$ cat config.mk
export PLATFORM = sky130hd
export DESIGN_NAME = instr_enc
export DESIGN_NICKNAME = d
export VERILOG_FILES = /design/src/rtl/instr_enc_pkg.sv /design/src/rtl/instr_enc_word.sv /design/src/rtl/instr_enc.sv
export SDC_FILE = /design/constraint.sdc
export NUM_CORES = 1
export LEC_CHECK = 0
export BUFFER_PORTS_ARGS = -buffer_cell sky130_fd_sc_hd__buf_2
export CORE_MARGIN = 2
export CORE_UTILIZATION = 50
export DETAILED_ROUTE_END_ITERATION = 10
export GPL_TIMING_DRIVEN = 0
export PLACE_DENSITY = 0.84
export SLEW_MARGIN = 20
export SYNTH_ARGS = -nofsm -noshare
export SYNTH_HDL_FRONTEND = slang
export SYNTH_SLANG_ARGS = --single-unit
$ cat constraint.sdc
create_clock -name clk -period 4.34 [get_ports clk]
set_input_delay 0.868 -clock clk [delete_from_list [all_inputs] [get_ports clk]]
set_output_delay 0.868 -clock clk [all_outputs]
set_load 0.01 [all_outputs]
$ cat src/rtl/instr_enc_pkg.sv
// instr_enc_pkg: shared constants and types for the MSP430 instruction encoder.
//   - instruction format codes carried on in_fmt
//   - format-II opcodes the encoder treats specially (PUSH, CALL, RETI, reserved)
//   - constant-generator registers / addressing modes and the CG lookup
//   - encoder FSM state encoding
package instr_enc_pkg;

    localparam logic [1:0] FMT_I  = 2'd1;
    localparam logic [1:0] FMT_II = 2'd2;
    localparam logic [1:0] FMT_J  = 2'd3;

    localparam logic [2:0] OP2_PUSH = 3'd4;
    localparam logic [2:0] OP2_CALL = 3'd5;
    localparam logic [2:0] OP2_RETI = 3'd6;
    localparam logic [2:0] OP2_RSVD = 3'd7;

    localparam logic [15:0] RETI_WORD     = 16'h1300;
    localparam logic [5:0]  FMT_II_PREFIX = 6'b000100;
    localparam logic [2:0]  FMT_J_PREFIX  = 3'b001;

    localparam logic [3:0] REG_PC = 4'd0;
    localparam logic [3:0] REG_SR = 4'd2;
    localparam logic [3:0] REG_CG = 4'd3;

    localparam logic [1:0] AS_REG = 2'd0;
    localparam logic [1:0] AS_IDX = 2'd1;
    localparam logic [1:0] AS_IND = 2'd2;
    localparam logic [1:0] AS_INC = 2'd3;

    typedef enum logic [1:0] {
        ST_IDLE    = 2'd0,
        ST_WORD0   = 2'd1,
        ST_SRC_EXT = 2'd2,
        ST_DST_EXT = 2'd3
    } enc_state_t;

    typedef struct packed {
        logic       hit;
        logic [3:0] rn;
        logic [1:0] as_mode;
    } cg_sub_t;

    // Immediate values the hardware constant generators can produce, and the
    // register/mode pair that yields each one without an extension word.
    function automatic cg_sub_t cg_map(input logic [15:0] val);
        cg_sub_t s;
        s = '{hit: 1'b1, rn: REG_CG, as_mode: AS_REG};
        case (val)
            16'h0000: s.as_mode = AS_REG;
            16'h0001: s.as_mode = AS_IDX;
            16'h0002: s.as_mode = AS_IND;
            16'hFFFF: s.as_mode = AS_INC;
            16'h0004: begin s.rn = REG_SR; s.as_mode = AS_IND; end
            16'h0008: begin s.rn = REG_SR; s.as_mode = AS_INC; end
            default:  s.hit = 1'b0;
        endcase
        return s;
    endfunction

endpackage

$ cat src/rtl/instr_enc_word.sv
// instr_enc_word: combinational encoding of one instruction descriptor.
// Inputs : fmt/op/bw/as_mode/ad/src/dst descriptor fields, src_ext (immediate,
//          also the CG key), target (jump byte address), pc (address of the
//          instruction word), cg_en (CG substitution enable).
// Outputs: word0 (instruction word), need_src / need_dst (extension words
//          follow), len (total words 1..3), err (descriptor cannot be encoded).
module instr_enc_word
    import instr_enc_pkg::*;
(
    input  logic [1:0]  fmt,
    input  logic [3:0]  op,
    input  logic        bw,
    input  logic [1:0]  as_mode,
    input  logic        ad,
    input  logic [3:0]  src,
    input  logic [3:0]  dst,
    input  logic [15:0] src_ext,
    input  logic [15:0] target,
    input  logic [15:0] pc,
    input  logic        cg_en,
    output logic [15:0] word0,
    output logic        need_src,
    output logic        need_dst,
    output logic [1:0]  len,
    output logic        err
);

    cg_sub_t     sub;
    logic [3:0]  rn;
    logic [1:0]  am;
    logic [15:0] diff;
    logic        cg_allowed;
    logic        ext_rule;

    always_comb begin
        word0      = '0;
        need_src   = 1'b0;
        need_dst   = 1'b0;
        err        = 1'b0;
        sub        = cg_map(src_ext);
        diff       = target - (pc + 16'd2);
        // Format II carries its single operand in the dst field.
        rn         = (fmt == FMT_II) ? dst : src;
        am         = as_mode;
        cg_allowed = (fmt == FMT_I) ||
                     ((fmt == FMT_II) && ((op[2:0] == OP2_PUSH) || (op[2:0] == OP2_CALL)));

        if (cg_en && cg_allowed && (as_mode == AS_INC) && (rn == REG_PC) && sub.hit) begin
            rn = sub.rn;
            am = sub.as_mode;
        end

        // Indexed/symbolic/absolute (but not R3 = #1) and @PC+ immediates carry a word.
        ext_rule = ((am == AS_IDX) && (rn != REG_CG)) || ((am == AS_INC) && (rn == REG_PC));

        case (fmt)
            FMT_I: begin
                word0    = {op, rn, ad, bw, am, dst};
                need_src = ext_rule;
                need_dst = ad;
            end
            FMT_II: begin
                if (op[2:0] == OP2_RETI) begin
                    word0 = RETI_WORD;
                end else if (op[2:0] == OP2_RSVD) begin
                    err = 1'b1;
                end else begin
                    word0    = {FMT_II_PREFIX, op[2:0], bw, am, rn};
                    need_src = ext_rule;
                end
            end
            FMT_J: begin
                word0 = {FMT_J_PREFIX, op[2:0], diff[10:1]};
                // Word offset must fit signed 10 bits: bits 15..10 are all sign copies.
                err   = diff[0] | (diff[15:10] != {6{diff[10]}});
            end
            default: err = 1'b1;
        endcase

        len = 2'd1 + {1'b0, need_src} + {1'b0, need_dst};
    end

endmodule

$ cat src/rtl/instr_enc.sv
// instr_enc: MSP430 instruction encoder; accepts one descriptor per handshake
// and streams its 1..3 words, each tagged with its byte address.
// Ports:
//   clk, rst_n                  clock, async active-low reset
//   in_valid/in_ready, in_*     descriptor input handshake and fields
//   cg_en                       constant-generator substitution enable
//   addr_load/addr_in           reload the address counter (IDLE only)
//   out_valid/out_ready         word output handshake
//   out_word/out_addr           encoded word and its byte address
//   out_last/out_len            final-word flag and instruction length
//   err                         one-cycle pulse: descriptor rejected
//
// state      | meaning
// ST_IDLE    | ready for a descriptor or an address load
// ST_WORD0   | presenting the instruction word
// ST_SRC_EXT | presenting the source extension / immediate
// ST_DST_EXT | presenting the destination extension
module instr_enc
    import instr_enc_pkg::*;
#(
    parameter logic [15:0] BASE_ADDR  = 16'hC000,
    parameter logic        CG_DEFAULT = 1'b1
) (
    input  logic        clk,
    input  logic        rst_n,
    input  logic        in_valid,
    output logic        in_ready,
    input  logic [1:0]  in_fmt,
    input  logic [3:0]  in_op,
    input  logic        in_bw,
    input  logic [1:0]  in_as,
    input  logic        in_ad,
    input  logic [3:0]  in_src,
    input  logic [3:0]  in_dst,
    input  logic [15:0] in_src_ext,
    input  logic [15:0] in_dst_ext,
    input  logic [15:0] in_target,
    input  logic        cg_en,
    input  logic        addr_load,
    input  logic [15:0] addr_in,
    output logic        out_valid,
    input  logic        out_ready,
    output logic [15:0] out_word,
    output logic [15:0] out_addr,
    output logic        out_last,
    output logic [1:0]  out_len,
    output logic        err
);

    enc_state_t  state_q, state_d;
    logic [15:0] addr_q, addr_d;
    logic [15:0] word0_q, word0_d;
    logic [15:0] src_ext_q, src_ext_d;
    logic [15:0] dst_ext_q, dst_ext_d;
    logic        need_src_q, need_src_d;
    logic        need_dst_q, need_dst_d;
    logic [1:0]  len_q, len_d;
    logic        err_q, err_d;
    logic        cg_q, cg_d;

    logic [15:0] w_word0;
    logic        w_need_src;
    logic        w_need_dst;
    logic [1:0]  w_len;
    logic        w_err;
    logic        cg_eff;
    logic        accept;
    logic        handshake;

    // cg_q holds CG_DEFAULT until the first clock after reset, then mirrors cg_en.
    assign cg_eff = cg_en | cg_q;

    instr_enc_word u_word (
        .fmt      (in_fmt),
        .op       (in_op),
        .bw       (in_bw),
        .as_mode  (in_as),
        .ad       (in_ad),
        .src      (in_src),
        .dst      (in_dst),
        .src_ext  (in_src_ext),
        .target   (in_target),
        .pc       (addr_q),
        .cg_en    (cg_eff),
        .word0    (w_word0),
        .need_src (w_need_src),
        .need_dst (w_need_dst),
        .len      (w_len),
        .err      (w_err)
    );

    assign in_ready  = (state_q == ST_IDLE) && !addr_load;
    assign out_valid = (state_q != ST_IDLE);
    assign accept    = in_valid && in_ready;
    assign handshake = out_valid && out_ready;
    assign out_addr  = addr_q;
    assign err       = err_q;

    always_comb begin
        state_d    = state_q;
        addr_d     = addr_q;
        word0_d    = word0_q;
        src_ext_d  = src_ext_q;
        dst_ext_d  = dst_ext_q;
        need_src_d = need_src_q;
        need_dst_d = need_dst_q;
        len_d      = len_q;
        err_d      = 1'b0;
        cg_d       = cg_en;

        case (state_q)
            ST_IDLE: begin
                if (addr_load) begin
                    addr_d = addr_in & 16'hFFFE;
                end else if (accept) begin
                    if (w_err) begin
                        err_d = 1'b1;
                    end else begin
                        word0_d    = w_word0;
                        src_ext_d  = in_src_ext;
                        dst_ext_d  = in_dst_ext;
                        need_src_d = w_need_src;
                        need_dst_d = w_need_dst;
                        len_d      = w_len;
                        state_d    = ST_WORD0;
                    end
                end
            end
            ST_WORD0: begin
                if (handshake) begin
                    addr_d = addr_q + 16'd2;
                    if (need_src_q)      state_d = ST_SRC_EXT;
                    else if (need_dst_q) state_d = ST_DST_EXT;
                    else                 state_d = ST_IDLE;
                end
            end
            ST_SRC_EXT: begin
                if (handshake) begin
                    addr_d  = addr_q + 16'd2;
                    state_d = need_dst_q ? ST_DST_EXT : ST_IDLE;
                end
            end
            ST_DST_EXT: begin
                if (handshake) begin
                    addr_d  = addr_q + 16'd2;
                    state_d = ST_IDLE;
                end
            end
            default: state_d = ST_IDLE;
        endcase
    end

    always_comb begin
        out_word = '0;
        out_last = 1'b0;
        out_len  = 2'd0;
        case (state_q)
            ST_WORD0: begin
                out_word = word0_q;
                out_last = !need_src_q && !need_dst_q;
                out_len  = len_q;
            end
            ST_SRC_EXT: begin
                out_word = src_ext_q;
                out_last = !need_dst_q;
                out_len  = len_q;
            end
            ST_DST_EXT: begin
                out_word = dst_ext_q;
                out_last = 1'b1;
                out_len  = len_q;
            end
            default: ;
        endcase
    end

    always_ff @(posedge clk or negedge rst_n) begin
        if (!rst_n) begin
            state_q    <= ST_IDLE;
            addr_q     <= BASE_ADDR;
            word0_q    <= '0;
            src_ext_q  <= '0;
            dst_ext_q  <= '0;
            need_src_q <= 1'b0;
            need_dst_q <= 1'b0;
            len_q      <= 2'd0;
            err_q      <= 1'b0;
            cg_q       <= CG_DEFAULT;
        end else begin
            state_q    <= state_d;
            addr_q     <= addr_d;
            word0_q    <= word0_d;
            src_ext_q  <= src_ext_d;
            dst_ext_q  <= dst_ext_d;
            need_src_q <= need_src_d;
            need_dst_q <= need_dst_d;
            len_q      <= len_d;
            err_q      <= err_d;
            cg_q       <= cg_d;
        end
    end

endmodule
# Word level (Yosys, flattened, before mapping)
# Index checks and enable logic that the tools add are counted.
# W data, S select, Z words.
[classes]
n_eq_ne = 28
n_mul = 0
n_addsub = 4
n_lt_le_gt_ge = 0
n_reduce_logical = 30
shifts = 0
div = 0
bitwise = 4
n_mux = 35
[op_table]
columns = ["cell", "count"]
rows = [
  ["$pmux W16 S3", 2],
  ["$mux W16", 3],
  ["$pmux W16 S2", 1],
  ["$mux W2", 10],
  ["$add A16 B2 Y16 const B", 1],
  ["$eq A16 B1 Y1 const B", 1],
  ["$eq A16 B16 Y1 const B", 1],
  ["$eq A16 B2 Y1 const B", 1],
  ["$eq A16 B3 Y1 const B", 1],
  ["$eq A16 B4 Y1 const B", 1],
  ["$logic_not A16 Y1", 1],
  ["$sub A16 B16 Y16", 1],
  ["$ne A2 B2 Y1 const B", 7],
  ["$mux W13", 1],
  ["$eq A2 B2 Y1 const B", 6],
  ["$eq A3 B3 Y1 const B", 4],
  ["$logic_and A1 B1 Y1", 11],
  ["$mux W1", 11],
  ["$logic_not A4 Y1", 2],
  ["$mux W4", 2],
  ["$pmux W2 S4", 1],
  ["$eq A2 B1 Y1 const B", 3],
  ["$pmux W1 S3", 2],
  ["$pmux W2 S3", 1],
  ["other kinds (18)", 26],
]
[word_totals]
ramBits = 0
memories = 0
latchBits = 0
in_bits = 88
elab_cells = 111
reg_bits = 72
mem_bits_ro = 0
out_inout_bits = 38

# Depth between registers and ports, before layout
# Gate-level depths: netlist of run 1.
[depth]
ltp_word = 17
depth_mapped = 16
mapped_depth_nobuf = 14

# Cells and area by module
# Synthesis of run 1 repeated with hierarchy kept, for this count alone.
[hier_totals]
cells_unflattened = 541
area_unflattened_um2 = 5373.9
[by_module_without_submodules]
columns = ["module", "n_inst", "seq_area_each_um2", "area_each_um2", "cells_each"]
rows = [
  ["instr_enc", 1, 1780.5, 3658.5, 287],
  ["instr_enc_word", 1, 0.0, 1715.4, 254],
]

# Worst setup path after synthesis of run 1
# No wires, ideal clock.
[synth_timing]
path_type = "in2reg"
from = "input port in_target[1]"
to = "register dst_ext_q[10]"
required_ns = 4.215
arrival_time_ns = 4.004
path_stages = 13
slack_ns = 0.211
setup_time_ns = 0.125
path_cell_list = "inv_1 -> fa_1 -> nand2b_1 -> a21oi_1 -> a211oi_1 -> or4_4 -> a211oi_2 -> a2111o_1 -> a21oi_1 -> o311a_2 -> o31ai_4 -> buf_6 -> mux2_4"
[synth_between]
elab_chain_len = 6
[synth_rtl]
columns = ["element", "line_no", "text"]
rows = [
  ["from (decl)", "instr_enc.sv:37", "input logic [15:0] in_target,"],
  ["$sub A16 B16 Y16", "instr_enc_word.sv:41", "diff = target - (pc + 16'd2);"],
  ["$ne A5 B5 Y1", "instr_enc_word.sv:75", "err = diff[0] | (diff[15:10] != {6{diff[10]}});"],
  ["$or A1 B1 Y1", "instr_enc_word.sv:75", ""],
  ["$pmux W1 S3", "instr_enc_word.sv:56", "case (fmt)"],
  ["$not A1 Y1 (no source line)", "n/a", ""],
  ["$reduce_and A4 Y1 (no source line)", "n/a", ""],
  ["to (signal assigned)", "instr_enc.sv:194", "dst_ext_q <= dst_ext_d;"],
  ["to (decl)", "instr_enc.sv:54", "logic [15:0] dst_ext_q, dst_ext_d;"],
]
# Every way passes these cells.
# A chain may end at the register's enable or synchronous reset.

# Worst setup path in the final report of run 1
[layout_timing]
from = "register addr_q[2], in the netlist out_addr[2]"
to = "register src_ext_q[9]"
[layout_between]
elab_chain_len = 7
[layout_rtl]
columns = ["element", "line_no", "text"]
rows = [
  ["from (decl)", "instr_enc.sv:51", "logic [15:0] addr_q, addr_d;"],
  ["from (signal assigned)", "instr_enc.sv:191", "addr_q <= addr_d;"],
  ["$add A16 B2 Y16", "instr_enc_word.sv:41", ""],
  ["$sub A16 B16 Y16", "instr_enc_word.sv:41", ""],
  ["$ne A5 B5 Y1", "instr_enc_word.sv:75", ""],
  ["$or A1 B1 Y1", "instr_enc_word.sv:75", ""],
  ["$pmux W1 S3", "instr_enc_word.sv:56", ""],
  ["$not A1 Y1 (no source line)", "n/a", ""],
  ["$reduce_and A4 Y1 (no source line)", "n/a", ""],
  ["to (signal assigned)", "instr_enc.sv:193", "src_ext_q <= src_ext_d;"],
  ["to (decl)", "instr_enc.sv:53", "logic [15:0] src_ext_q, src_ext_d;"],
]
# Every way passes these cells.

==> results.cfg, run 1 <==
[status]
status = complete, no violations

[placement]
place.gp.congestion = 0.9888
place_inst = 858
hpwl_mm = 12.23
portBuffers = 118
pre_cts_ws_ns = -0.3920

[worst_setup_path]
path_cells = ha_2, nand3_4, nor4_4, xnor2_1, ha_2, a31oi_2, o221ai_1, a31o_2, or3_4, a221oi_2, o311a_2, o31ai_4, buf_12, buf_6, mux2_4
worst-path-buf-inv = 2
max_stage_delay_ns = 0.44
crit_family = compound AO/OA/AOI/OAI gates
path_class = reg2reg
cp-end-kind = flop
critPathMostFrequentCell = ha_2
crit_slowest_cell = dfrtp_2
worstPathMaxFanout = 10
cp.required_ns = 4.60
crit_arrival_ns = 4.49
startpoint_type = flop

[synth]
netlist.area_leader.share = 0.3036
synth.top_cells.by_area = dfrtp_1, mux2_4, mux2_2
synth-edff-count = 0
synthXorXnorAreaFrac = 0.05558
netlist_area_um2 = 5605
yosys.area_share.adder = 0.03393
async_flop_share = 1.000
synth-simple-area-share = 0.1748
synthMuxAreaShare = 0.1658
ys_types = 76
ys_ff_latch = 71
synthCells = 598
synth_top_family_by_area = compound AO/OA/AOI/OAI gates
synth_commonest_cells = dfrtp_1, nor2_1, nand2_1
synth_compound_area_frac = 0.1953
yosysSeqAreaShare = 0.3176
synth_area_leader_cell = dfrtp_1
synth_flop_cell = dfrtp_1
synth.avg_cell_area_um2 = 9.374
ys_warn_count = 0
yosysMostFrequentCell = dfrtp_1

[pwr]
p_switching_mw = 2.258
p_per_area_nw_per_um2 = 730.1
clockPowerShare = 0.113
fin_total_pwr_mw = 4.943
comb_power_share = 0.639
p_int_mw = 2.685
ir_drop_uv = 486.9
seq_power_share = 0.248
p_leak_nw = 3.145
swShare = 0.4568

[cts]
cts_max_path_buffers = 2
worstSkewPairLatency_ns = 0.38
cts_buffers = 9
cts_hold_buf = 0
cts_tree = done
htreeDepth = 3
cts.clk_slew.worst_paths_ns = 0.09
numClockSinks = 71
clockRootBuffer = clkbuf_8

[floorplan]
ios = 126
die_h_um = 109.9
initial_core_util = 0.5148
core_area_um2 = 10890
die_w_um = 109.9
dieArea_um2 = 12070
num_rows = 38

[drt]
wl_mm = 16.12
drc = 0
avgViaCountPerCell = 6.002
drt_iter0_drc = 285
antenna_left = 0
drtPass1Iterations = 5
wl_per_cell_um = 18.22
vias = 5312

[timing]
finalCritPeriodShare = 0.9744
fmax_mhz = 236.5
fin_tns_setup_ns = 0
slew_headroom = 0.5310
worstMarginPinSlew_ns = 0.6982
period_needed_ns = 4.229
finalHoldViolations = 0
fin_ws_ns = 0.1112
drv_slew = 0
fin_worst_skew_ns = 0.01053
setup_viol = 0

[global_route]
antenna_found_initial = 2
grt_pass1_wl_mm = 25.29
grt-ovfl-total = 0
grtUsageTotal = 0.2691
grt_max_degree = 52
grt_pass1_vias = 5250

[layout]
final_cell_count_no_fill = 885
multiInputGateArea_um2 = 3588
register_area_um2 = 1783
drive_gt1_frac = 0.3472
fill_cells = 897
finish.utilization = 0.6218
nets = 839
area_growth_pct = 20.78

[flow_run]
cap_viol_max_count = 0

[min_path]
hold_path.class = in2async
[cells by family after synthesis]
| logic type | Yosys count |
|---|---|
| other | 1 |
| xor gates and xnor gates | 34 |
| and+or+nand+nor | 183 |
| muxes | 72 |
| adders and majority gates | 15 |
| buffers and inverters | 70 |
| AOI/OAI and AO/OA | 152 |
| DFF | 71 |
[sequential cells by signal, indices dropped and copies added (netlist names)]
register / cells
len_q: 2
word0_q: 16
need_src_q: 1
out_addr: 15
state_q: 2
need_dst_q: 1
dst_ext_q: 16
err: 1
cg_q: 1
src_ext_q: 16
[power by group through the flow]
stage          clock network, mW  registers [mW]  logic (mW)
2_1_floorplan                  0            1.19        2.22
3_3_place_gp                   0            1.21        2.85
3_5_place_dp                   0            1.23        2.95
4_1_cts                    0.570            1.22        3.02
5_1_grt                    0.593            1.26        3.41
6_report                   0.560            1.23        3.16
[worst paths after layout]
kind                                          start                       end  slack (ns)  cells past startpoint
max                         out_addr[2]$_DFFE_PN0P_  src_ext_q[9]$_DFFE_PN0P_        0.11                     15
min                                           rst_n  src_ext_q[5]$_DFFE_PN0P_        0.37                      1
max reg2reg                 out_addr[2]$_DFFE_PN0P_  src_ext_q[9]$_DFFE_PN0P_        0.11                     15
min reg2reg                dst_ext_q[3]$_DFFE_PN0P_  dst_ext_q[3]$_DFFE_PN0P_        0.51                      1
max in group asynchronous                     rst_n  out_addr[15]$_DFFE_PN1P_        3.34                      2
min in group clk           dst_ext_q[3]$_DFFE_PN0P_  dst_ext_q[3]$_DFFE_PN0P_        0.51                      1
[cell type report]
class                   instances  share of cell area
diodes                          2           0.0007392
inverters                      34             0.01885
repair buffers                128              0.1035
clock buffers                   9             0.01830
multi-input cells             458              0.5300
flip-flops and latches         71              0.2634
well taps                     140             0.02587
plain buffers                  36             0.02772
clock inverters                 7             0.01164
[layout by cell type, fill, tap and decap left out, drive strengths merged, types with 3 or more instances in the layout]
cell      Yosys  layout
nor3         18      18
xor2          7       7
and3          4       4
o31ai         4       4
a222oi        3       3
nor2         48      48
clkbuf       21      30
dfstp         3       3
dfrtp        68      68
or4           4       4
nand3        20      20
o2111ai       4       4
o211ai        6       6
o311a         4       4
a31oi         3       3
a21oi        31      31
o21a          5       5
nand4        11      11
nand2b        8       8
a22oi         6       6
buf          15     143
xnor2        26      26
clkinvlp      0       3
or2           4       4
a22o         21      21
nor4b         3       3
nor4          9       9
a211oi        5       5
mux2         59      59
nand2        42      42
ha           12      12
nor2b         6       6
a31o          3       3
o21bai        4       4
mux2i        13      13
o21ai        33      33
inv          34      36
[per-stage QoR]
step / area [µm²] / hold slack (ns)
3_3_place_gp: 6375 / 0.4879
3_5_place_dp: 6405 / 0.4928
4_1_cts: 6670 / 0.3649
6_report: 6770 / 0.3682
5_1_grt: 6768 / 0.3669
2_1_floorplan: 5609 / 0.4736
[metal layers]
layer,share of wire,GRT usage
met1,0.40,0.3151
met2,0.50,0.4693
met4,0.024,0.1031
met3,0.081,0.06935
met5,0,0
[what timing repair did]
item / CTS / global route
pin swaps: 3 / 2
endpoints found under the setup margin: 54 / 54
setup buffers: 4 / 5
gates resized for setup: 4 / 12
(Power assumes the default switching activity.)
==> inputs of run 2 (changes only) <==
--- a/config.mk
+++ b/config.mk
@@ -10,7 +10,7 @@
 export CORE_UTILIZATION = 50
 export DETAILED_ROUTE_END_ITERATION = 10
 export GPL_TIMING_DRIVEN = 0
-export PLACE_DENSITY = 0.84
+export PLACE_DENSITY = 0.78
 export SLEW_MARGIN = 20
 export SYNTH_ARGS = -nofsm -noshare
 export SYNTH_HDL_FRONTEND = slang
==> constraint.sdc (replaced) <==
create_clock -name clk -period 3.6 [get_ports clk]
set_input_delay 0.72 -clock clk [delete_from_list [all_inputs] [get_ports clk]]
set_output_delay 0.72 -clock clk [all_outputs]
set_load 0.01 [all_outputs]
==> run 2 against run 1 <==
The run now ends with setup timing left. Sequential cell count did not move. Sequential share of layout area fell by 2.5 points. Global-route usage rose by 1.0 points. Non-clock buffer count rose by 30. Highest routed layer unchanged.
==> results.cfg, run 2 (synthesis gave the netlist of run 1 again) <==
[timing]
fin_ws_ns = -0.4010
finalCritPeriodShare = 1.111
fin_worst_skew_ns = 0.01197
setup_viol = 55
period_needed_ns = 4.001
slew_headroom = 0.5385
drv_slew = 0
fmax_mhz = 249.9
finalHoldViolations = 0
worstMarginPinSlew_ns = 0.6873
rsz0062_at_grt = yes

[layout]
area_growth_pct = 33.21
top_regs = dst_ext_q (16), src_ext_q (16), word0_q (16)
final_common_cell = buf_2
final_cell_count_no_fill = 916
layout_common_cells = buf_2, dfrtp_1, nor2_1, nand2_1, buf_4
drive_gt1_frac = 0.4096
finish.utilization = 0.6858
nets = 870

[cts]
cts.clk_slew.worst_paths_ns = 0.08
numClockSinks = 71
cts_tree = done
cts_hold_buf = 0
worstSkewPairLatency_ns = 0.37
htreeDepth = 3
clockRootBuffer = clkbuf_8
cts_max_path_buffers = 2
cts_buffers = 9

[drt]
antenna_left = 0
avgViaCountPerCell = 6.067
drtPass1Iterations = 5
vias = 5557
wl_mm = 17.67
drc = 0
wl_per_cell_um = 19.29
drt_iter0_drc = 428

[status]
status = complete, but fails checks
violations = setup timing

[global_route]
grt-ovfl-total = 0
grt_max_degree = 48
grt_pass1_vias = 5420
antenna_found_initial = 2
grtUsageTotal = 0.2791
grt_pass1_wl_mm = 26.42

[worst_setup_path]
worstPathMaxFanout = 9
startpoint_type = flop
path_class = reg2reg
cp-end-kind = flop
cp.required_ns = 3.86
crit_arrival_ns = 4.26
path_cells = buf_6, and3_4, xnor2_4, ha_4, o21ai_4, a21oi_2, a211oi_2, or4_4, a211oi_4, a2111o_1, a21oi_4, o311a_4, o31ai_4, buf_12, clkbuf_16, mux2_4
crit_slowest_cell = or4_4
max_stage_delay_ns = 0.55
worst-path-buf-inv = 3
crit_family = compound AO/OA/AOI/OAI gates

[pwr]
p_per_area_nw_per_um2 = 923.5
p_int_mw = 3.784
p_leak_nw = 3.420
ir_drop_uv = 702.2
clockPowerShare = 0.099
p_switching_mw = 3.112
comb_power_share = 0.684
seq_power_share = 0.217
fin_total_pwr_mw = 6.896
swShare = 0.4512

[placement]
portBuffers = 118
place.gp.congestion = 1.010
pre_cts_ws_ns = -0.7705
hpwl_mm = 12.05
place_inst = 858

[floorplan]
dieArea_um2 = 12070
ios = 126
die_w_um = 109.9
core_area_um2 = 10890
die_h_um = 109.9
num_rows = 38
initial_core_util = 0.5148

[min_path]
hold_path.class = in2async

[flow_run]
cap_viol_max_count = 0
## run 2: layout make-up
class                      count  area, µm²
inverter                      34      127.6
buffer                        36      240.2
fill                         830       3421
multi-input combinational    459       3939
clock inverter                 6      67.56
clock buffer                  10      137.6
antenna                        2      5.005
sequential                    71       1783
tap                          140      175.2
timing repair buffer         158      992.2
## run 2: worst paths after layout
kind / depth (start not counted) / endpoint / startpoint / slack, ns
max in group asynchronous: 2 / out_addr[14]$_DFFE_PN1P_ / rst_n / 2.74
hold reg to reg: 1 / dst_ext_q[7]$_DFFE_PN0P_ / dst_ext_q[7]$_DFFE_PN0P_ / 0.51
setup / recovery: 16 / src_ext_q[6]$_DFFE_PN0P_ / out_addr[3]$_DFFE_PN0P_ / -0.40
setup reg to reg: 16 / src_ext_q[6]$_DFFE_PN0P_ / out_addr[3]$_DFFE_PN0P_ / -0.40
min in group clk: 1 / cg_q$_DFF_PN1_ / cg_en / 0.47
hold / removal: 1 / dst_ext_q[10]$_DFFE_PN0P_ / rst_n / 0.25
## run 2: what timing repair did
item                       CTS  global route
gates resized for setup     37            32
pin swaps                   26            24
setup endpoints to repair   55            55
gates cloned                 1             3
buffers inserted            24            12
## run 2: power groups by stage
stage	Sequential (mW)	Combinational, mW	Clock, mW
floorplan	1.45	2.78	0
global placement	1.47	3.57	0
detailed placement	1.49	3.68	0
CTS	1.47	4.15	0.693
global route	1.54	5.05	0.722
finish	1.50	4.72	0.684
## run 2: worst register-to-register path, delay by kind of cell, from the launching register on
kind	cells	cell delay, ns
AO/OA/AOI/OAI	8	1.53
multiplexers	1	0.30
buffers and inverters	3	0.52
AND/OR/NAND/NOR	2	0.74
XOR/XNOR	1	0.15
adder cells (fa/ha/maj)	1	0.29
flip-flops	1	0.39
## run 2: per-layer routing
metal	vias to the layer above	GRT usage	share of wire	wire length, µm
met5	-	0	0	0
met4	0	0.08861	0.024	417
met3	44	0.05513	0.075	1322
met2	296	0.4969	0.50	8871
met1	2671	0.3360	0.40	7059
li1	2546	-	-	-
## run 2: per-stage QoR
stage	TNS [ns]	hold WS (ns)	instance area, µm²
finish	-19.98	0.2514	7467
global route	-28.80	0.2747	7465
CTS	-15.20	0.2552	7101
detailed placement	-38.82	0.4891	6480
global placement	-36.08	0.4843	6450
floorplan	-9.569	0.4244	5684
==> inputs of run 3 (changes only) <==
--- a/config.mk
+++ b/config.mk
@@ -6,11 +6,13 @@
 export NUM_CORES = 1
 export LEC_CHECK = 0
 export BUFFER_PORTS_ARGS = -buffer_cell sky130_fd_sc_hd__buf_2
+export CELL_PAD_IN_SITES_DETAIL_PLACEMENT = 1
+export CELL_PAD_IN_SITES_GLOBAL_PLACEMENT = 1
 export CORE_MARGIN = 2
-export CORE_UTILIZATION = 50
+export CORE_UTILIZATION = 38
 export DETAILED_ROUTE_END_ITERATION = 10
 export GPL_TIMING_DRIVEN = 0
-export PLACE_DENSITY = 0.78
+export PLACE_DENSITY_LB_ADDON = 0.1
 export SLEW_MARGIN = 20
 export SYNTH_ARGS = -nofsm -noshare
 export SYNTH_HDL_FRONTEND = slang
==> run 3 against run 2 <==
The run still ends with setup timing left. Global-route usage decreased by 2.8 points. Sequential cell count unchanged. Sequential power about the same. Hold slack improved by 0.067 ns. Combinational power increased by 5.3%. Critical path type unchanged. Critical endpoint unchanged. Largest power group unchanged.
==> results.cfg, run 3 (synthesis gave the netlist of run 1 again) <==
[layout]
final_common_cell = buf_2
layout_common_cells = buf_2, dfrtp_1, buf_4, nor2_1, nand2_1
drive_gt1_frac = 0.4289
fill_cells = 1673
final_cell_count_no_fill = 972
top_regs = dst_ext_q (16), src_ext_q (16), word0_q (16)
num_antenna_cells = 0
area_growth_pct = 39.00
nets = 885

[flow_run]
cap_viol_max_count = 0

[global_route]
grtUsageTotal = 0.2508
grt_max_degree = 44
antenna_found_initial = 0
grt_pass1_wl_mm = 31.50
grt-ovfl-total = 0
grt_pass1_vias = 5868

[timing]
fin_hold_ws_ns = 0.3188
fin_ws_ns = -0.3473
rsz0062_at_grt = yes
drv_slew = 0
fin_worst_skew_ns = 0.01089
setup_viol = 55
fmax_mhz = 253.3
finalHoldViolations = 0
finalCritPeriodShare = 1.096
period_needed_ns = 3.947
slew_headroom = 0.5588
worstMarginPinSlew_ns = 0.6570

[drt]
drc = 0
wl_met1_mm = 7.892
top_layer_used = met4
vias = 5416
avgViaCountPerCell = 5.572
routed-wl-met2_mm = 10.46
drt_iter0_drc = 179
wl_per_cell_um = 20.24
dr_wl_met3_um = 759
wl_mm = 19.67
drtPass1Iterations = 4
antenna_left = 0

[placement]
pre_cts_ws_ns = -0.9465
portBuffers = 118
place.gp.congestion = 0.8698
hpwl_mm = 14.37
place_inst = 902

[status]
violations = setup timing
status = complete, but fails checks

[cts]
clockRootBuffer = clkbuf_16
htreeDepth = 3
cts_max_path_buffers = 2
cts.clk_slew.worst_paths_ns = 0.06
numClockSinks = 71
cts_tree = done
worstSkewPairLatency_ns = 0.35
cts_buffers = 9

[worst_setup_path]
worst-path-buf-inv = 3
startpoint_type = flop
worstPathMaxFanout = 10
path_class = reg2reg
crit_family = compound AO/OA/AOI/OAI gates
max_stage_delay_ns = 0.48
crit_slowest_cell = or4_4
cp.required_ns = 3.82
crit_arrival_ns = 4.17
cp-end-kind = flop
critPathMostFrequentCell = buf_12
path_cells = buf_6, and3_4, xnor2_4, ha_4, o21ai_4, a21oi_2, a211oi_2, or4_4, a211oi_4, nor2_4, or3_1, a21oi_1, o311a_4, o31ai_4, buf_12, buf_12, mux2_4

[pwr]
p_per_area_nw_per_um2 = 954.0
ir_drop_uv = 524.7
p_leak_nw = 3.551

[floorplan]
initial_core_util = 0.3871
die_w_um = 125.5
num_rows = 44
core_area_um2 = 14480
die_h_um = 125.5
dieArea_um2 = 15740
ios = 126

[min_path]
hold_path.class = in2async
==> run 3: cell types whose count changed in the layout (fill, tap and decap cells not counted), moves of 2 or more <==
cell       change
nor3_4         +2
buf_6          +3
xnor2_4        +3
clkbuf_8       -8
diode_2        -2
xnor2_1        -2
buf_4         +12
buf_8          +2
dfrtp_1        -2
clkbuf_16      +8
dfrtp_2        +2
inv_1          -2
==> run 3: worst reg2reg max path, cell delays in order (launching register included) <==
cell and delay, ns:
dfrtp_2 0.46, buf_6 0.14, and3_4 0.16, xnor2_4 0.14, ha_4 0.29, o21ai_4 0.06
a21oi_2 0.15, a211oi_2 0.08, or4_4 0.48, a211oi_4 0.31, nor2_4 0.08, or3_1 0.35
a21oi_1 0.19, o311a_4 0.20, o31ai_4 0.08, buf_12 0.18, buf_12 0.16, mux2_4 0.30
==> run 3: final timing paths <==
| check | from | endpoint | slack [ns] | depth (start not counted) |
|---|---|---|---|---|
| setup / recovery | out_addr[1]$_DFFE_PN0P_ | src_ext_q[6]$_DFFE_PN0P_ | -0.35 | 17 |
| hold / removal | rst_n | dst_ext_q[4]$_DFFE_PN0P_ | 0.32 | 1 |
| setup reg to reg | out_addr[1]$_DFFE_PN0P_ | src_ext_q[6]$_DFFE_PN0P_ | -0.35 | 17 |
| hold reg to reg | dst_ext_q[4]$_DFFE_PN0P_ | dst_ext_q[4]$_DFFE_PN0P_ | 0.50 | 1 |
| max in group asynchronous | rst_n | len_q[1]$_DFFE_PN0P_ | 2.72 | 2 |
| min in group clk | cg_en | cg_q$_DFF_PN1_ | 0.49 | 1 |
==> run 3: cell type report <==
cell class	instances	area, µm²	share of cell area
multi-input cells	458	3961	0.5084
flip-flops and latches	71	1785	0.2292
repair buffers	174	1119	0.1436
plain buffers	36	257.7	0.03308
clock buffers	11	252.7	0.03244
well taps	184	230.2	0.02955
inverters	34	131.4	0.01686
clock inverters	4	53.80	0.006905
==> run 3: power breakdown <==
| group | total, mW | switching [mW] | internal [mW] | leakage (nW) |
|---|---|---|---|---|
| logic | 4.97 | 2.55 | 2.42 | 2.56 |
| clock network | 0.946 | 0.373 | 0.573 | 0.144 |
| registers | 1.51 | 0.313 | 1.20 | 0.844 |
==> run 3: through the flow <==
stage	TNS, ns	instance area (µm²)	util	power [mW]
global placement	-45.73	6505	0.4493	5.214
detailed placement	-48.33	6535	0.4513	5.316
CTS	-13.52	7490	0.5173	7.093
finish	-16.46	7791	0.5381	7.433
global route	-23.24	7791	0.5381	7.956
floorplan	-9.569	5684	-	4.229
==> run 3: repair_timing <==
action / CTS / global route
setup buffers: 36 / 19
pin swaps: 25 / 12
setup endpoints to repair: 55 / 55
gates cloned: 1 / 1
hold buffers: 0 / 0
gates resized for setup: 68 / 19
==> run 3: metal layers <==
metal	GRT usage	up-vias
met2	0.4566	137
met3	0.04835	34
li1	-	2567
met4	0.09085	0
met1	0.2915	2678
met5	0	-
